===== src/rtl/add32.sv =====
// 32-bit two-level carry-lookahead adder with combinational and registered outputs.
// Carry-in is tied low; registered copies use a synchronous active-high reset.

module add32_cla4 (
   input  logic [3:0] i_a,
   input  logic [3:0] i_b,
   input  logic       i_cin,
   output logic [3:0] o_sum,
   output logic       o_g,
   output logic       o_p
);

   logic [3:0] w_g;
   logic [3:0] w_p;
   logic [3:0] w_c;

   assign w_g = i_a & i_b;
   assign w_p = i_a ^ i_b;

   // Internal carries fully expanded so no bit waits on its neighbour.
   assign w_c[0] = i_cin;
   assign w_c[1] = w_g[0] | (w_p[0] & i_cin);
   assign w_c[2] = w_g[1] | (w_p[1] & w_g[0]) | (w_p[1] & w_p[0] & i_cin);
   assign w_c[3] = w_g[2] | (w_p[2] & w_g[1]) | (w_p[2] & w_p[1] & w_g[0])
                 | (w_p[2] & w_p[1] & w_p[0] & i_cin);

   assign o_sum = w_p ^ w_c;
   assign o_g   = w_g[3] | (w_p[3] & w_g[2]) | (w_p[3] & w_p[2] & w_g[1])
                | (w_p[3] & w_p[2] & w_p[1] & w_g[0]);
   assign o_p   = &w_p;

endmodule

module add32_lcu8 (
   input  logic [7:0] i_g,
   input  logic [7:0] i_p,
   input  logic       i_cin,
   output logic [8:0] o_c
);

   logic w_acc;
   logic w_term;

   // Each group carry is an OR of generate terms gated by the propagates above them.
   always_comb begin
      o_c    = '0;
      w_acc  = 1'b0;
      w_term = 1'b0;
      o_c[0] = i_cin;
      for (int unsigned j = 1; j <= 8; j++) begin
         w_acc = i_cin;
         for (int unsigned m = 0; m < j; m++) begin
            w_acc = w_acc & i_p[m];
         end
         for (int unsigned k = 0; k < j; k++) begin
            w_term = i_g[k];
            for (int unsigned m = k + 1; m < j; m++) begin
               w_term = w_term & i_p[m];
            end
            w_acc = w_acc | w_term;
         end
         o_c[j] = w_acc;
      end
   end

endmodule

module add32 (
   input  logic        clk,
   input  logic        rst,
   input  logic [31:0] a,
   input  logic [31:0] b,
   output logic [31:0] y,
   output logic        cout,
   output logic        ovf,
   output logic [31:0] y_q,
   output logic        cout_q,
   output logic        ovf_q
);

   logic [7:0]  w_gg;
   logic [7:0]  w_gp;
   logic [8:0]  w_c;
   logic [31:0] w_sum;

   for (genvar gi = 0; gi < 8; gi++) begin : g_grp
      add32_cla4 u_cla4 (
         .i_a   (a[gi*4 +: 4]),
         .i_b   (b[gi*4 +: 4]),
         .i_cin (w_c[gi]),
         .o_sum (w_sum[gi*4 +: 4]),
         .o_g   (w_gg[gi]),
         .o_p   (w_gp[gi])
      );
   end

   add32_lcu8 u_lcu (
      .i_g   (w_gg),
      .i_p   (w_gp),
      .i_cin (1'b0),
      .o_c   (w_c)
   );

   assign y    = w_sum;
   assign cout = w_c[8];
   assign ovf  = (a[31] == b[31]) && (w_sum[31] != a[31]);

   always_ff @(posedge clk) begin
      if (rst) begin
         y_q    <= '0;
         cout_q <= 1'b0;
         ovf_q  <= 1'b0;
      end else begin
         y_q    <= y;
         cout_q <= cout;
         ovf_q  <= ovf;
      end
   end

endmodule


===== config.mk =====
export PLATFORM = sky130hd
export DESIGN_NAME = add32
export DESIGN_NICKNAME = d
export VERILOG_FILES = /design/src/rtl/add32.sv
export SDC_FILE = /design/constraint.sdc
export NUM_CORES = 1
export LEC_CHECK = 0
export CORE_UTILIZATION = 41
export CTS_CLUSTER_DIAMETER = 150
export DETAILED_ROUTE_END_ITERATION = 6
export MAX_ROUTING_LAYER = met4
export PLACE_DENSITY = 0.86
export SLEW_MARGIN = 5
export SYNTH_ARGS = -nofsm -noshare
export SYNTH_HDL_FRONTEND = slang
export SYNTH_SLANG_ARGS = --single-unit

===== constraint.sdc =====
create_clock -name clk -period 10 [get_ports clk]
set_input_delay 2 -clock clk [delete_from_list [all_inputs] [get_ports clk]]
set_output_delay 2 -clock clk [all_outputs]
set_load 0.01 [all_outputs]

==> metrics.md <==
| Metric | Value |
|---|---|
| Largest net degree at the start of global routing | `37` |
| Average cell area after synthesis | `9.70 µm²` |
| Wire per inst | `13.4 µm` |
| Setup crit start | `a[7]` |
| DR iter-0 viols | `29` |
| Layout Nets | `478` |
| Chip width | `76.6 µm` |
| Hold crit path type | `in2reg` |
| Final Hold Viols | `0` |
| Synth Cell Area | `0.00228 mm²` |
| Hold_buf cts | `0` |
| Ys Warns | `0` |
| Port-buffer cells | `133` |
| Total vias in the final route | `2127` |
| Clock-pin transition on the worst setup and hold timing paths | `0.07 ns` |
| Vias in the first global route | `2233` |
| Drt first pass iters | `4` |
| Status | `complete, no violations` |
| Lkg Pwr | `0.00161 µW` |
| Sequential-to-total area share from yosys stat | `29.9%` |
| Ant. Diodes | `0` |
| Hold Slack | `2.49 ns` |
| Dominant cells by area after synthesis | `dfxtp_1 (30%), ha_1 (18%), nor2b_1 (9.3%)` |
| Maximum fanout along the worst path | `4` |
| RSZ-0062 raised after global routing | `false` |
| Top cells by count, synth | `dfxtp_1 (34), nor2b_1 (34), ha_1 (32)` |
| CTS H-Tree Depth | `2` |
| Initial antenna violation count | `0` |
| Post-synth EDFFs | `0` |
| Fin crit share | `73.4%` |
| Antenna-violating nets left | `0` |
| CTS sink count | `34` |
| Setup crit start kind | `primary input` |
| Root Buffer | `clkbuf_8` |
| Arrival @ worst endpoint | `5.34 ns` |
| Synth area leader | `dfxtp_1` |
| Share of cells above drive strength 1 | `5.09%` |
| Most common flop cell mapped by yosys | `dfxtp_1` |
| Max Root-Sink Buffers | `2` |
| TNS Setup | `0 ns` |
| I/O Pins | `134` |
| Mapped Cells | `235` |
| Gp weighted congestion | `0.777` |
| # DRC | `0` |
| Die Area | `0.00586 mm²` |
| Layout Utilization | `72.2%` |
| GRT Total Usage | `22.0%` |
| Detailed placement HPWL | `5000 µm` |
| Placed inst area | `0.00369 mm²` |
| Post-CTS sizing | `0` |
| Starting Density | `43.5%` |
| Least-Margin Pin Slew | `0.478 ns` |
| Max-slew violations | `0` |
| Peak VDD IR | `0.0740 mV` |
| Crit Path Category | `in2out` |
| Hold wc startpoint | `b[0]` |
| Yosys cell types | `39` |
| Core Area | `0.00524 mm²` |
| MaxCap Viol Count | `0` |
| Final setup viols | `0` |
| Setup repair bufs after CTS | `0` |
| Yosys reg bits | `34` |
| Max-slew headroom | `67.8%` |
| Ys async rst share | `0%` |
| Fillers | `417` |
| GR Overflow Total | `0` |
| Row count | `26` |
| Total Wirelength | `5930 µm` |
| Crit path required time | `8.00 ns` |
| Num CTS Buffers | `5` |
| FMAX | `0.136 GHz` |
| Post-synth top area share | `29.9%` |
| Syn nets | `341` |
| CTS tree | `done` |
| Tmin final | `7.34 ns` |
| Post-route cell area | `0.00378 mm²` |
| First-pass GRT wire length | `10000 µm` |
| Syn-to-layout area delta | `65.9%` |
| Via/cell ratio | `4.80` |
| Pwr per Cell Area | `137 mW/mm²` |
| Die span in y | `76.6 µm` |
| CP endpoint kind | `output pin` |
==> worst paths after layout <==
| path | endpoint | slack (ns) | depth (start not counted) |
|---|---|---|---|
| worst max-delay path | y[21] | 2.66 | 12 |
| worst min-delay path | y_q[0]$_SDFF_PP0_ | 2.49 | 3 |
==> power breakdown <==
group	total [µW]	internal, µW	switching, µW
combinational	254	148	106
sequential	158	154	4.43
clock	105	55.6	49.0
==> worst max-delay path, stage by stage <==
cell and delay [ns]:
clkdlybuf4s50_1 0.40, ha_1 0.35, a21oi_1 0.18, o21ai_1 0.13, a221oi_2 0.37, nand2_1 0.15
a31oi_1 0.27, o21bai_1 0.14, a21o_1 0.21, fa_1 0.38, xor2_1 0.19, clkdlybuf4s50_1 0.56
==> registers in the layout, indices dropped and copies added (netlist names) <==
name,cells
cout_q,1
ovf_q,1
y_q,32
==> placed cells by master (no fill, tap or decap), types with 4 or more instances in the layout <==
master	netlist	final
clkdlybuf4s50_1	0	133
xnor2_1	9	9
a21oi_1	17	17
a21o_1	8	8
ha_1	32	32
fa_1	8	8
inv_1	11	11
nand4_1	4	4
nor3_1	4	4
dfxtp_1	34	34
o21ai_0	5	5
clkbuf_8	0	6
nor2b_1	34	34
xor2_1	14	14
nor2_1	12	12
nand2_1	10	10
==> area by class of cell <==
class | count | area, µm² | share of cell area (%)
Clock inverter | 1 | 5.00 | 0.132
Tap cell | 70 | 87.6 | 2.32
Inverter | 11 | 41.3 | 1.09
Multi-Input combinational cell | 186 | 1540 | 40.8
Timing Repair Buffer | 134 | 1340 | 35.4
Clock buffer | 7 | 86.3 | 2.28
Sequential cell | 34 | 681 | 18.0
==> cell families after synthesis <==
logic type	count (synthesis)	synth area share (%)
AND/OR/NAND/NOR	72	17.8
adder cells (fa/ha/maj)	40	24.6
buffers and inverters	15	2.47
XOR/XNOR	23	8.84
flip-flops	34	29.9
multiplexers	3	1.76
AO/OA/AOI/OAI	48	14.7
==> per-stage QoR <==
step | setup WS (ns) | std cells | power (µW)
after detailed placement | 2.66 | 435 | 417
after global placement | 2.74 | 435 | 410
final | 2.66 | 443 | 517
after floorplan | 3.80 | 235 | 279
after global routing | 2.46 | 443 | 550
after CTS | 2.64 | 443 | 523
==> metal layers <==
| layer | global-route usage [%] | wire (µm) |
|---|---|---|
| met3 | 3.59 | 269 |
| met1 | 23.6 | 2500 |
| met5 | - | 0 |
| met2 | 41.0 | 3080 |
| met4 | 6.73 | 80 |
Power figures use the tool's default switching activity.
